==> src/rtl/fifo_pkg.sv <==
// Shared FIFO definitions: state encodings, default geometry and thresholds,
// and the mapping from occupancy to the steady (non-error) state.
package fifo_pkg;

  localparam int DEPTH_BITS_DEF = 3;
  localparam int AF_THRESH_DEF  = 6;
  localparam int AE_THRESH_DEF  = 2;

  typedef enum logic [1:0] {
    VACIO  = 2'b00,
    ACTIVO = 2'b01,
    LLENO  = 2'b10,
    ERROR  = 2'b11
  } estado_t;

  function automatic estado_t estado_de_ocupacion(input int unsigned ocup,
                                                  input int unsigned depth);
    if (ocup == 0)          return VACIO;
    else if (ocup == depth) return LLENO;
    else                    return ACTIVO;
  endfunction

endpackage

==> src/rtl/contador_ptr.sv <==
// Wrapping W-bit pointer counter with enable and async active-high reset.
module contador_ptr #(
  parameter int W = 3
) (
  input  logic         clk,
  input  logic         reset,
  input  logic         en,
  output logic [W-1:0] cnt
);

  logic [W-1:0] cnt_q, cnt_d;

  // Natural overflow of the W-bit add provides the modulo-2**W wrap.
  always_comb cnt_d = en ? cnt_q + W'(1) : cnt_q;

  // NOTE: sequential state is updated with non-blocking assignments only, so
  // every flop samples the pre-edge value of its inputs.
  always_ff @(posedge clk or posedge reset) begin
    if (reset) cnt_q <= '0;
    else       cnt_q <= cnt_d;
  end

  assign cnt = cnt_q;

endmodule

==> src/rtl/controlador_fifo.sv <==
// FIFO control: pointers, occupancy, flags, grants and sticky error FSM.
// Optional macro ERR_CLEAR_EN adds an err_clear input that releases ERROR.
module controlador_fifo
  import fifo_pkg::*;
#(
  parameter int DEPTH_BITS = DEPTH_BITS_DEF,
  parameter int AF_THRESH  = AF_THRESH_DEF,
  parameter int AE_THRESH  = AE_THRESH_DEF
) (
  input  logic                  clk,
  input  logic                  reset,
  input  logic                  push,
  input  logic                  pop,
  output logic                  wr_en,
  output logic                  rd_en,
  output logic [DEPTH_BITS-1:0] wr_addr,
  output logic [DEPTH_BITS-1:0] rd_addr,
  output logic [DEPTH_BITS:0]   ocupacion,
  output logic                  full,
  output logic                  empty,
  output logic                  almost_full,
  output logic                  almost_empty,
  output logic                  error,
  output logic [1:0]            estado
`ifdef ERR_CLEAR_EN
  , input logic                 err_clear
`endif
);

  localparam int unsigned DEPTH = 2 ** DEPTH_BITS;
  localparam logic [DEPTH_BITS:0] DEPTH_L = (DEPTH_BITS + 1)'(DEPTH);
  localparam logic [DEPTH_BITS:0] AF_L    = (DEPTH_BITS + 1)'(AF_THRESH);
  localparam logic [DEPTH_BITS:0] AE_L    = (DEPTH_BITS + 1)'(AE_THRESH);

  logic [DEPTH_BITS:0] ocupacion_q, ocupacion_d;
  logic                error_q, error_d;
  estado_t             estado_q, estado_d;
  logic                violacion;

  assign full         = (ocupacion_q == DEPTH_L);
  assign empty        = (ocupacion_q == '0);
  assign almost_full  = (ocupacion_q >= AF_L);
  assign almost_empty = (ocupacion_q <= AE_L);

  // Grants look only at current flags: no same-cycle bypass at full/empty.
  assign wr_en     = push & ~full;
  assign rd_en     = pop & ~empty;
  assign violacion = (push & full) | (pop & empty);

  contador_ptr #(.W(DEPTH_BITS)) u_ptr_wr (
    .clk  (clk),
    .reset(reset),
    .en   (wr_en),
    .cnt  (wr_addr)
  );

  contador_ptr #(.W(DEPTH_BITS)) u_ptr_rd (
    .clk  (clk),
    .reset(reset),
    .en   (rd_en),
    .cnt  (rd_addr)
  );

  always_comb begin
    unique case ({wr_en, rd_en})
      2'b10:   ocupacion_d = ocupacion_q + 1'b1;
      2'b01:   ocupacion_d = ocupacion_q - 1'b1;
      default: ocupacion_d = ocupacion_q;
    endcase
  end

  // NOTE: defaults first, so every path assigns every output and no latch
  // is inferred.
  always_comb begin
    estado_d = estado_q;
    error_d  = error_q;
    if (violacion) begin
      error_d  = 1'b1;
      estado_d = ERROR;
    end else begin
      unique case (estado_q)
        VACIO:  if (wr_en) estado_d = ACTIVO;
        ACTIVO: begin
          if (ocupacion_d == DEPTH_L)  estado_d = LLENO;
          else if (ocupacion_d == '0)  estado_d = VACIO;
        end
        LLENO:  if (rd_en) estado_d = ACTIVO;
        ERROR: begin
`ifdef ERR_CLEAR_EN
          // Leave ERROR into the state matching the occupancy being stored.
          if (err_clear) estado_d = estado_de_ocupacion(int'(ocupacion_d), DEPTH);
`else
          estado_d = ERROR;
`endif
        end
        default: estado_d = ERROR;
      endcase
`ifdef ERR_CLEAR_EN
      if (err_clear) error_d = 1'b0;
`endif
    end
  end

  always_ff @(posedge clk or posedge reset) begin
    if (reset) begin
      ocupacion_q <= '0;
      error_q     <= 1'b0;
      estado_q    <= VACIO;
    end else begin
      ocupacion_q <= ocupacion_d;
      error_q     <= error_d;
      estado_q    <= estado_d;
    end
  end

  assign ocupacion = ocupacion_q;
  assign error     = error_q;
  assign estado    = estado_q;

endmodule

==> config.mk <==
export PLATFORM = sky130hd
export DESIGN_NAME = controlador_fifo
export DESIGN_NICKNAME = d
export VERILOG_FILES = /design/src/rtl/fifo_pkg.sv /design/src/rtl/contador_ptr.sv /design/src/rtl/controlador_fifo.sv
export SDC_FILE = /design/constraint.sdc
export NUM_CORES = 1
export LEC_CHECK = 0
export CORE_MARGIN = 2
export CORE_UTILIZATION = 45
export CTS_CLUSTER_DIAMETER = 100
export CTS_CLUSTER_SIZE = 30
export DETAILED_ROUTE_END_ITERATION = 6
export GPL_TIMING_DRIVEN = 0
export MAX_ROUTING_LAYER = met4
export PLACE_DENSITY = 0.76
export SLEW_MARGIN = 20
export SYNTH_ARGS = -nofsm -noshare
export SYNTH_HDL_FRONTEND = slang
export SYNTH_SLANG_ARGS = --single-unit
==> constraint.sdc <==
create_clock -name clk -period 3.1 [get_ports clk]
set_input_delay 0.62 -clock clk [delete_from_list [all_inputs] [get_ports clk]]
set_output_delay 0.62 -clock clk [all_outputs]
set_load 0.03 [all_outputs]
==> results of run 1 <==
==> per-layer routing <==
metal  global-route usage (%)  wire (µm)  vias up
li1                         -          -      307
met1                    23.70        742      280
met2                    23.33        668       24
met3                    4.365         75        4
met4                    10.29         34        0
met5                        -          0        -
==> stage by stage <==
| stage | utilization, % | instance area, µm² |
|---|---|---|
| 3_5_place_dp | 61.19 | 1033 |
| 3_3_place_gp | 61.19 | 1033 |
| 6_report | 62.74 | 1060 |
| 4_1_cts | 62.74 | 1060 |
| 5_1_grt | 62.74 | 1060 |
| 2_1_floorplan | - | 792.0 |
==> flip-flops by register name (all words and copies together) (netlist names) <==
| name | cells |
|---|---|
| ocupacion | 4 |
| u_ptr_rd.cnt | 3 |
| error | 1 |
| u_ptr_wr.cnt | 3 |
| estado | 2 |
==> cell usage after synthesis, types with 2 or more instances <==
master    n  area [µm²]
a21o_1    2       15.01
buf_6     2       22.52
dfrtp_1  13       325.3
ha_1      5       62.56
inv_1     6       22.52
inv_2     2       7.510
mux2_2    2       22.52
nand2_1  10       37.54
nand2_2   2       12.51
nor2_1    3       11.26
o21ai_0   2       10.01
xnor2_1   6       52.55
xor2_1    2       17.52
==> worst max-delay path by stage <==
stage,cells past startpoint,start,slack [ns],endpoint
floorplan,12,ocupacion[2],0.09,estado[1]
global placement,11,pop,0.27,estado[1]
detailed placement,11,pop,0.23,estado[1]
CTS,12,ocupacion[2],0.39,estado[1]
global route,12,ocupacion[2],0.25,estado[1]
finish,12,ocupacion[2],0.41,estado[1]
==> logic make-up (layout without fill, tap and decap cells) <==
group,Yosys count,after routing,share of synthesized area [%]
AO/OA/AOI/OAI,11,11,11.85
XOR/XNOR,8,8,8.847
adder cells (fa/ha/maj),5,5,7.899
buffers and inverters,11,37,7.266
flip-flops,13,13,41.07
multiplexers,3,3,4.107
AND/OR/NAND/NOR,24,24,18.96
==> cell type report <==
| type | count | area share, % |
|---|---|---|
| Buffer | 3 | 2.597 |
| Inverter | 8 | 2.834 |
| Timing Repair Buffer | 22 | 20.78 |
| Multi-Input combinational cell | 51 | 38.61 |
| Sequential cell | 13 | 30.70 |
| Clock buffer | 4 | 2.479 |
| Tap cell | 17 | 2.007 |
==> worst reg2reg max path: stages (launching register included) <==
cell and delay, ns:
dfrtp_1 0.39, buf_6 0.15, nor4_4 0.27, nand2b_2 0.22, inv_2 0.09, ha_1 0.23
xor2_1 0.18, ha_1 0.19, a21oi_2 0.12, mux2i_1 0.23, xor2_1 0.27, and3_1 0.19
a21o_1 0.11
==> report_power, final <==
part / total, mW / internal [mW] / switching [mW]
sequential: 0.313 / 0.247 / 0.0665
clock: 0.106 / 0.0499 / 0.0558
combinational: 0.829 / 0.359 / 0.469
total: 1.25 / 0.656 / 0.592
==> key figures, run 1 <==
Cells and area
  • Register Area: 325.3 µm²
  • NumNets Final: 111
  • Commonest non-fill, non-tap cells in the layout: clkdlybuf4s50_1 (22), dfrtp_1 (13), nand2_1 (10), inv_1 (6), xnor2_1 (6)
  • Most common cell after layout, fill and taps aside: clkdlybuf4s50_1
  • Layout cells sized above 1: 19.80%
  • Area growth syn-to-layout: 33.81%
  • Multi-input logic area: 409.1 µm²
  • Ant diodes: 0
  • Final Non-Filler Cells: 118
  • Fillcell total: 144

Detailed routing
  • First-pass DRT Iterations: 5
  • Vias per Instance: 5.212
  • 1st-iter DRT viols: 14
  • Vias: 615
  • Average wire per cell in the routed design: 12.88 µm
  • Total wire length: 1520 µm
  • Drt drc: 0
  • Final antenna-violating net count: 0

STA
  • Hold_ws: 0.4733 ns
  • Final Setup Violations: 0
  • Max_slew headroom: 66.87%
  • Layout Skew: 0.005903 ns
  • Final Hold Violating Endpoints: 0
  • Final period utilization: 86.76%
  • Maximum clock frequency: 0.3718 GHz
  • RSZ-0062 raised after global routing: false
  • Setup TNS: 0 ns
  • Worst Setup Slack, final: 0.4105 ns
  • Fin crit period: 2.689 ns
  • Slew Limit Fails: 0
  • Least-Margin Pin Slew: 0.4964 ns

Worst hold path
  • Worst Hold Depth: 1
  • Hold Crit Endpoint: error
  • Min-delay worst type: flop to flop
  • HP Start: error

Worst setup path
  • Endpoint class of the critical path: flop
  • Buf/Inv on CP: 2
  • Crit path max-delay family: simple AND/OR/NAND/NOR gates
  • Critical R2R Launch: ocupacion[2]
  • Critical Path Max Stage Delay: 0.39 ns
  • Worst r2r path cells: 12
  • CP cell instances: buf_6, nor4_4, nand2b_2, inv_2, ha_1, xor2_1, ha_1, a21oi_2, mux2i_1, xor2_1, and3_1, a21o_1
  • Arr. time, crit path: 2.90 ns
  • Slowest-stage cell, CP: dfrtp_1
  • Worst path required time: 3.31 ns
  • Crit start category: flop
  • Crit-path max FO: 8
  • Worst R2R End: estado[1]
  • Critical path class: flop to flop
  • R2r setup slk: 0.41 ns

Global routing
  • Pin count of the biggest net entering global routing: 14
  • Initial antenna violation count: 0
  • Vias in the first global route: 552
  • Global-route wire length before repair: 2504 µm
  • Total GRT Usage: 17.53%
  • Grt ovf: 0

Clock tree
  • CTS buffer count: 3
  • Clk sinks: 13
  • CTS tree: done
  • # resized after CTS: 0
  • Clk_lat worst skew: 0.28 ns
  • H-tree depth: 1
  • Hold_buf cts: 0
  • Register clock-pin slew on the reported worst setup and hold paths: 0.08 ns
  • CTS max path bufs: 2
  • Post-CTS Setup Bufs: 0
  • Root Buffer: clkbuf_4

Synthesis
  • Sequential area share after synthesis: 41.07%
  • Synth cell types: 31
  • Gate Count Post-Synth: 75
  • Post-synth EDFFs: 0
  • Fraction of registers with async set/reset: 100.0%
  • Post-Syn Area: 792.0 µm²
  • Syn avg cell area: 10.56 µm²
  • Yosys warns: 0
  • Synth Register Bits: 13
  • Most used DFF post-synth: dfrtp_1
  • Net Count, Synth: 84

Floorplanning
  • Starting density of the core: 46.89%
  • Number of top-level pins: 23
  • Total Die Area: 0.002111 mm²
  • Core area: 0.001689 mm²
  • Chip Height: 45.95 µm
  • Die width: 45.95 µm
  • Num rows: 15

Power
  • VDD IR max: 0.6621 mV
  • Leak: 0.4911 nW
  • Power Total: 1.248 mW
  • Pwr Density: 1177 mW/mm²

Run status
  • Status: complete, no violations

Placed design
  • DP Cell Count: 114
  • Placer Congestion: 0.7325
  • Hpwl dp: 1197 µm
  • PortBufs: 22
  • Post-Place Worst Slack: 0.2316 ns

Flow run
  • Max cap viols: 0
(Power assumes the default switching activity.)
==> inputs of run 2 (changes only) <==
PLACE_DENSITY = 0.85   (was 0.76)
SETUP_SLACK_MARGIN = 0.2   (was unset)
==> run 2 against run 1 <==
Net effect: clock power barely moved; highest routed layer unchanged; sequential cell count did not move; die area did not move; total power barely moved; final cell count did not move; design area rose by 1.1%; first-iteration DRC count fell by 79%; count of clock-buffer cells in the layout did not move; critical endpoint is now rd_en; global-route usage fell by 0.61 points; combinational power barely moved.
==> key figures, run 2 (same netlist as run 1, synthesis figures left out) <==
Worst setup path
  • Critical Path Max Stage Delay: 0.66 ns (+0.27 ns)
  • Slowest-stage cell, CP: clkdlybuf4s50_1
  • Worst path required time: 2.48 ns (-0.83 ns)
  • Crit path max-delay family: buffers and inverters
  • Worst R2R End: estado[1]
  • Critical path class: primary input to primary output
  • R2r setup slk: 0.47 ns (+0.06 ns)
  • Arr. time, crit path: 2.02 ns (-0.88 ns)
  • CP cell instances: clkdlybuf4s50_1, nand2b_4, inv_4, clkdlybuf4s50_1
  • Buf/Inv on CP: 3 (+1)
  • Most used cell, CP: clkdlybuf4s50_1
  • Crit-path max FO: 6 (-2)
  • Crit start category: primary input
  • Worst r2r path cells: 12 (unchanged)
  • Endpoint class of the critical path: primary output
  • Critical R2R Launch: ocupacion[1]

Clock tree
  • CTS tree: done
  • Register clock-pin slew on the reported worst setup and hold paths: 0.08 ns (about the same)
  • # resized after CTS: 0 (unchanged)
  • Root Buffer: clkbuf_4
  • Post-CTS Setup Bufs: 0 (unchanged)
  • CTS max path bufs: 2 (unchanged)
  • CTS buffer count: 3 (unchanged)
  • Clk_lat worst skew: 0.27 ns (about the same)
  • Clk sinks: 13 (unchanged)
  • Hold_buf cts: 0 (unchanged)
  • H-tree depth: 1 (unchanged)

Detailed routing
  • First-pass DRT Iterations: 4 (-1)
  • Vias: 602 (-2.1%)
  • Total wire length: 1507 µm (-0.86%)
  • Average wire per cell in the routed design: 12.77 µm (-0.86%)
  • Final antenna-violating net count: 0 (unchanged)
  • Vias per Instance: 5.102 (-2.1%)
  • 1st-iter DRT viols: 3 (-11)
  • Drt drc: 0 (unchanged)

Worst hold path
  • Hold Crit Endpoint: u_ptr_wr.cnt[2]
  • Min-delay worst type: flop to flop
  • Worst Hold Depth: 1 (unchanged)
  • HP Start: u_ptr_wr.cnt[2]

Power
  • Leak: 0.4906 nW (-0.11%)
  • Pwr Density: 1166 mW/mm² (-0.99%)
  • VDD IR max: 0.5472 mV (-17%)
  • Power Total: 1.249 mW (about the same)

Global routing
  • Pin count of the biggest net entering global routing: 14 (unchanged)
  • Grt ovf: 0 (unchanged)
  • Met3 Usage GRT: 3.571% (-0.79 points)
  • Global-route wire length before repair: 2408 µm (-3.8%)
  • Vias in the first global route: 560 (+1.4%)
  • Total GRT Usage: 16.92% (-0.61 points)
  • GR Layer Usage met1: 22.19% (-1.5 points)
  • M2 GR Usage: 25.28% (+1.9 points)
  • GR peak layer: met2
  • Initial antenna violation count: 0 (unchanged)

Placed design
  • Placer Congestion: 0.7556 (+3.2%)
  • Placement-stage cell area: 0.001045 mm² (+1.1%)
  • Hpwl dp: 1214 µm (+1.4%)
  • PortBufs: 22 (unchanged)
  • DP Cell Count: 114 (unchanged)

STA
  • Setup TNS: 0 ns (unchanged)
  • Final period utilization: 85.06% (-1.7 points)
  • RSZ-0062 raised after global routing: false
  • Layout Skew: 0.0006014 ns (-0.005302 ns)
  • Fin crit period: 2.637 ns (-0.05264 ns)
  • Maximum clock frequency: 0.3792 GHz (+2.0%)
  • Final Hold Violating Endpoints: 0 (unchanged)
  • Slew Limit Fails: 0 (unchanged)
  • Least-Margin Pin Slew: 0.4929 ns (-0.003515 ns)
  • Max_slew headroom: 67.10% (+0.23 points)
  • Final Setup Violations: 0 (unchanged)

Cells and area
  • Area growth syn-to-layout: 35.23%
  • NumNets Final: 111 (unchanged)
  • Fillcell total: 139 (-3.5%)
  • Layout cells sized above 1: 21.78% (+2.0 points)
  • Design Area, Final: 0.001071 mm² (+1.1%)
  • Final Non-Filler Cells: 118 (unchanged)
  • Commonest non-fill, non-tap cells in the layout: clkdlybuf4s50_1 (22), dfrtp_1 (12), nand2_1 (10), inv_1 (6), xnor2_1 (6)
  • Most common cell after layout, fill and taps aside: clkdlybuf4s50_1
  • Number of flip-flops in the largest register: 4 (unchanged)
  • Ant diodes: 0 (unchanged)

Floorplanning
  • Core area: 0.001689 mm² (unchanged)
  • Chip Height: 45.95 µm (unchanged)
  • Num rows: 15 (unchanged)
  • Total Die Area: 0.002111 mm² (unchanged)
  • Starting density of the core: 46.89% (unchanged)
  • Die width: 45.95 µm (unchanged)
  • Number of top-level pins: 23 (unchanged)

Run status
  • Status: complete, no violations

Flow run
  • Max cap viols: 0 (unchanged)
run 2: layout make-up:
cell class              count  area (µm²)  area share [%]
multi-input cells          51       416.7           38.90
flip-flops and latches     13       326.6           30.49
repair buffers             22       220.2           20.56
inverters                   8       32.53           3.037
plain buffers               3       27.53           2.570
clock buffers               4       26.28           2.453
well taps                  17       21.27           1.986
run 2: worst max-delay path by stage:
stage                      start        end  depth (start not counted)
global route        ocupacion[1]  estado[1]                         12
floorplan           ocupacion[1]  estado[1]                         12
global placement             pop  estado[1]                         11
detailed placement           pop  estado[1]                         11
CTS                          pop      rd_en                          4
finish                       pop      rd_en                          4
run 2: stage by stage:
stage	hold slack, ns	utilization (%)	setup slack [ns]
after floorplan	0.4969	-	0.2098
after global placement	0.4576	61.85	0.3312
after detailed placement	0.4624	61.85	0.2875
after CTS	0.4769	63.41	0.4514
after global routing	0.4925	63.41	0.3367
final	0.4701	63.41	0.4632
run 2: where the power goes:
part / switching, mW / internal [mW]
registers: 0.0666 / 0.248
logic: 0.468 / 0.363
clock network: 0.0540 / 0.0499
run 2: routing by layer:
layer	part of all wire (%)	up-vias
met4	1.4	0
met1	48	280
li1	-	303
met3	3.7	4
met5	0	-
met2	47	15
run 2: worst reg2reg max path, stage by stage (launching register included):
cell	delay [ns]
dfrtp_2	0.41
buf_6	0.15
nor4_4	0.30
nand2b_4	0.22
inv_4	0.06
ha_2	0.19
xor2_1	0.16
ha_1	0.19
a21oi_2	0.11
mux2i_1	0.23
xor2_1	0.25
and3_1	0.18
a21o_1	0.12
==> RTL change 1, RTL diff (settings of run 1) <==
Make the reset (`reset`) synchronous in 2 clocked blocks. Comments in the files are not updated.
--- a/src/rtl/contador_ptr.sv
+++ b/src/rtl/contador_ptr.sv
@@ -15,7 +15,7 @@
 
   // NOTE: sequential state is updated with non-blocking assignments only, so
   // every flop samples the pre-edge value of its inputs.
-  always_ff @(posedge clk or posedge reset) begin
+  always_ff @(posedge clk) begin
     if (reset) cnt_q <= '0;
     else       cnt_q <= cnt_d;
   end
--- a/src/rtl/controlador_fifo.sv
+++ b/src/rtl/controlador_fifo.sv
@@ -101,7 +101,7 @@
     end
   end
 
-  always_ff @(posedge clk or posedge reset) begin
+  always_ff @(posedge clk) begin
     if (reset) begin
       ocupacion_q <= '0;
       error_q     <= 1'b0;
Behaviour: differs if reset is asserted again (counterexample within 4 cycles, from zero or initial values and one cycle with reset high); with reset held inactive, the same outputs for 10 cycles.
==> RTL change 1 against run 1 <==
Area after synthesis fell by 5.8%; design area fell by 3.4%; register-to-register slack got worse by 0.07 ns; largest power group unchanged; critical path type is now in -> reg; utilization rose by 4.4 points; sequential cell count did not move; routed wire length barely moved; via count rose by 8.0%; power fell by 0.95%; worst setup slack got worse by 0.21 ns; synthesized cell count rose by 13%; hold slack improved by 0.0048 ns; fmax fell by 7.2%; first-iteration DRC count rose by 7.1%.
==> RTL change 1: results (changes against run 1) <==
outcome: "complete, no violations"  # unchanged
dp_cells: 123  # was 114
async_reset_ff_share_pct: 0  # was 100%
via_per_inst: 5.23  # was 5.21
ys_top_cells_by_count: "dfxtp_1, nor2_1, nand2_1"  # was dfrtp_1, nand2_1, inv_1, xnor2_1, ha_1
endpoint: "estado[0]"  # was estado[1]
ys.flop_type: "dfxtp_1"  # was dfrtp_1
vias: 664  # was 615
synth_fa_ha_area_share_pct: 8.39  # was 7.90%
firstDrtPassIters: 4  # was 5
worstReg2RegEnd: "estado[0]"  # was estado[1]
start_util_pct: 48.9  # was 46.9%
dp_hpwl_mm: 1.14  # was 1.20 mm
grt_pass1_vias: 640  # was 552
yosysUniqueCellTypes: 32  # was 31
grt_pass1_wl_mm: 2.75  # was 2.50 mm
dp_slack_ns: -0.0698  # was 0.232 ns
worstRegToRegCells: 12  # unchanged
power_density_nw_per_um2: 1210  # was 1180 nW/µm²
areaGrowthSynthToFinish_pct: 37.2  # was 33.8%
synth.avg_cell_area_um2: 8.77  # was 10.6 µm²
startpoint: "pop"  # was ocupacion[2]
crit_arrival_ns: 3.06  # was 2.90 ns
yosys-top-cells-area: "dfxtp_1, ha_1, xor2_1"  # was dfrtp_1, ha_1, xnor2_1
cpMaxStageDelayCell: "or4_1"  # was dfrtp_1
hold_ws_ns: 0.478  # was 0.473 ns
drtIter0Drc: 15  # was 14
r2r_slack_ns: 0.34  # was 0.41 ns
final_layout_size_suffix_gt1_share_pct: 10.8  # was 19.8%
slew_headroom_pct: 70.9  # was 66.9%
r2r_start: "ocupacion[0]"  # was ocupacion[2]
worstPathMaxFanout: 7  # was 8
hold_end: "u_ptr_wr.cnt[1]"  # was error
synthMuxAreaShare_pct: 4.03  # was 4.11%
place_area_um2: 995  # was 1030 µm²
track_usage_pct: 19.1  # was 17.5%
place.gp.congestion: 0.815  # was 0.733
wl_mm: 1.52  # about the same
swShare_pct: 47.7  # was 47.4%
grt_max_degree: 11  # was 14
peakVddDrop_mv: 0.752  # was 0.662 mV
synth_compound_area_share_pct: 12.6  # was 11.8%
clock_skew_ns: 0.00367  # was 0.00590 ns
synth.yosys.seq_area_share_pct: 34.9  # was 41.1%
worstHoldPathCells: 2  # was 1
n_fill_cell: 135  # was 144
hp-start: "u_ptr_wr.cnt[1]"  # was error
synthXorXnorAreaFrac_pct: 9.40  # was 8.85%
seq_power_uw: 281  # was 313 µW
-- RTL change 1: changes by cell type in the layout (fill, tap and decap cells not counted), sizes merged, moves of 3 or more --
cell / delta
dfxtp: +13
inv: -4
dfrtp: -13
nand2: -4
xor2: +3
nor2: +8
xnor2: -3
a21oi: +3
-- RTL change 1: worst register-to-register path, delay by kind of cell (launching register included) --
kind	cells	cell delay (ns)
simple gates	4	0.89
fa+ha+maj	2	0.42
flops	1	0.35
xor+xnor	2	0.28
compound gates	2	0.26
buf+inv	1	0.23
mux	1	0.23
-- RTL change 1: metal layers --
layer  global-route usage (%)  part of all wire, %  up-vias
met3                     3.60                  3.2        4
met2                     27.5                   45       15
met1                     25.7                   49      306
met5                        -                    0        -
met4                     9.09                  2.0        0
li1                         -                    -      339
-- RTL change 1: final cells by class --
class	count	area share [%]
Tap cell	16	1.96
Buffer	5	3.55
Multi-Input combinational cell	63	43.5
Sequential cell	13	25.4
Clock buffer	4	2.57
Inverter	4	1.47
Timing Repair Buffer	22	21.5
==> RTL change 2, RTL diff (settings of run 1) <==
Made on the original files. The package constant `DEPTH_BITS_DEF` goes from 3 to 6.
--- a/src/rtl/fifo_pkg.sv
+++ b/src/rtl/fifo_pkg.sv
@@ -2,7 +2,7 @@
 // and the mapping from occupancy to the steady (non-error) state.
 package fifo_pkg;
 
-  localparam int DEPTH_BITS_DEF = 3;
+  localparam int DEPTH_BITS_DEF = 6;
   localparam int AF_THRESH_DEF  = 6;
   localparam int AE_THRESH_DEF  = 2;
 
Interface: changed (resized ocupacion, rd_addr and wr_addr); port bits go from 23 to 32. No check against the original RTL was run, so the function may have changed too.
==> RTL change 2 against run 1 <==
Power is 73% higher; non-clock buffer count up 21; worst setup slack lost 0.28 ns; routed wire length grew 110%; critical endpoint is now estado[0]; synthesized cell count rose by 75%; area after synthesis increased by 67%; sequential cell count up 9; critical path type unchanged; design area increased by 80%; largest cell class unchanged.
==> RTL change 2: results (changes against run 1) <==
firstDrtPassIters: 4  # was 5
place_area_um2: 1720  # was 1030 µm²
met2_length_mm: 1.69  # was 668 µm
synthCells: 131  # was 75
vias: 1155  # was 615
worstRegToRegCells: 13  # was 12
cts_buffer_depth: 2  # unchanged
ys_top_cells_by_count: "dfrtp_1, nand2_1, inv_1"  # was dfrtp_1, nand2_1, inv_1, xnor2_1, ha_1
top_layer_used: "met4"  # unchanged
n_fill_cell: 229  # was 144
p_leak_nw: 0.812  # was 0.491 nW
p_sw_mw: 1.03  # was 592 µW
fin_area_um2: 1900  # was 1060 µm²
dp_cells: 193  # was 114
r2r_start: "ocupacion[3]"  # was ocupacion[2]
worstPathMaxFanout: 7  # was 8
wl_mm: 3.16  # was 1.52 mm
worstReg2RegEnd: "estado[0]"  # was estado[1]
drtIter0Drc: 21  # was 14
crit_arrival_ns: 3.20  # was 2.90 ns
met1_length_mm: 1.30  # was 742 µm
place.gp.congestion: 0.827  # was 0.733
dp_hpwl_mm: 2.36  # was 1.20 mm
grt_pass1_wl_mm: 5.35  # was 2.50 mm
async_reset_ff_share_pct: 100  # unchanged
final_layout_size_suffix_gt1_share_pct: 27.0  # was 19.8%
met3_length_um: 97  # was 75 µm
synth_fp_nets: 144  # was 84
yosysUniqueCellTypes: 41  # was 31
largest_reg_flops: 7  # was 4
hp-start: "u_ptr_rd.cnt[5]"  # was error
wl_per_cell_um: 15.1  # was 12.9 µm
worstHoldPathCells: 1  # unchanged
clk_latency_ns: 0.32  # was 0.28 ns
min_path_type: "reg -> reg"  # unchanged
hold_end: "u_ptr_rd.cnt[5]"  # was error
grt_pass1_vias: 1180  # was 552
slew_headroom_pct: 46.1  # was 66.9%
yosys-top-cells-area: "dfrtp_1, ha_1, xnor2_1"  # unchanged
htreeDepth: 1  # unchanged
clock_skew_ns: 0.00293  # was 0.00590 ns
port_buffers: 31  # was 22
peakVddDrop_mv: 0.790  # was 0.662 mV
synth.yosys.seq_area_share_pct: 41.7  # was 41.1%
grt_max_degree: 23  # was 14
synth_warnings: 0  # unchanged
outcome: "complete, no violations"  # unchanged
track_usage_pct: 21.5  # was 17.5%
clk_pin_slew_ns: 0.12  # was 0.08 ns
r2r_slack_ns: 0.13  # was 0.41 ns
## RTL change 2: worst max-delay path, cell delays in order, from the launching register on
cell and delay, ns:
dfrtp_2 0.46, nor3_2 0.20, and3_4 0.22, nand2_2 0.06, and2_4 0.20, inv_4 0.06, ha_4 0.18, ha_1 0.32
a21o_1 0.21, a211oi_1 0.25, a21oi_1 0.08, a211oi_2 0.28, nor4_4 0.09, o311ai_1 0.26
## RTL change 2: final cells by class
cell class                 count  area share [%]
tap                           31            2.04
timing repair buffer          45            21.8
clock buffer                   4            1.38
multi-input combinational     95            42.8
sequential                    22            29.1
inverter                      11            2.43
buffer                         1           0.394
## RTL change 2: repair_timing
item / 4_1_cts / 5_1_grt
endpoints found under the setup margin: 4 / 2
setup buffers: 9 / 5
pin swaps: 8 / 8
gates resized for setup: 13 / 6
hold buffers: 0 / 0
cloned: 0 / 0
## RTL change 2: cells by family (layout without fill, tap and decap cells)
kind of cell	count (synthesis)	in the layout	synth area share [%]
buffers and inverters	14	61	4.45
AO/OA/AOI/OAI	28	28	17.1
flip-flops	22	22	41.7
multiplexers	2	2	1.70
adder cells (fa/ha/maj)	9	9	9.09
XOR/XNOR	13	13	8.62
AND/OR/NAND/NOR	43	43	17.3
## RTL change 2: per-layer routing
layer	global-route usage (%)	up-vias
li1	-	559
met1	22.5	566
met2	38.3	25
met3	3.13	5
met4	12.0	0
met5	-	-
## RTL change 2: per-stage QoR
| stage | hold slack, ns | setup slack [ns] | power [mW] |
|---|---|---|---|
| floorplan | 0.609 | 0.00344 | 1.44 |
| global placement | 0.453 | -0.312 | 1.83 |
| detailed placement | 0.460 | -0.368 | 1.88 |
| CTS | 0.484 | 0.00409 | 2.12 |
| global route | 0.508 | -0.0133 | 2.30 |
| finish | 0.476 | 0.127 | 2.15 |
## RTL change 2: worst max path at each step
stage                            start   endpoint  slack (ns)  cells after the start
after global routing      ocupacion[3]  estado[0]       -0.01                     13
after global placement             pop  estado[0]       -0.31                     11
after floorplan           ocupacion[0]  estado[0]       0.003                     15
after CTS                 ocupacion[5]  estado[0]       0.004                     14
after detailed placement           pop  estado[0]       -0.37                     11
final                     ocupacion[3]  estado[0]        0.13                     13
## RTL change 2: power by group through the flow
stage               sequential, mW  combinational, mW  clock (mW)
finish                       0.636               1.38       0.138
global route                 0.664               1.48       0.151
global placement             0.599               1.23           0
CTS                          0.632               1.35       0.140
floorplan                    0.860              0.579           0
detailed placement           0.613               1.27           0
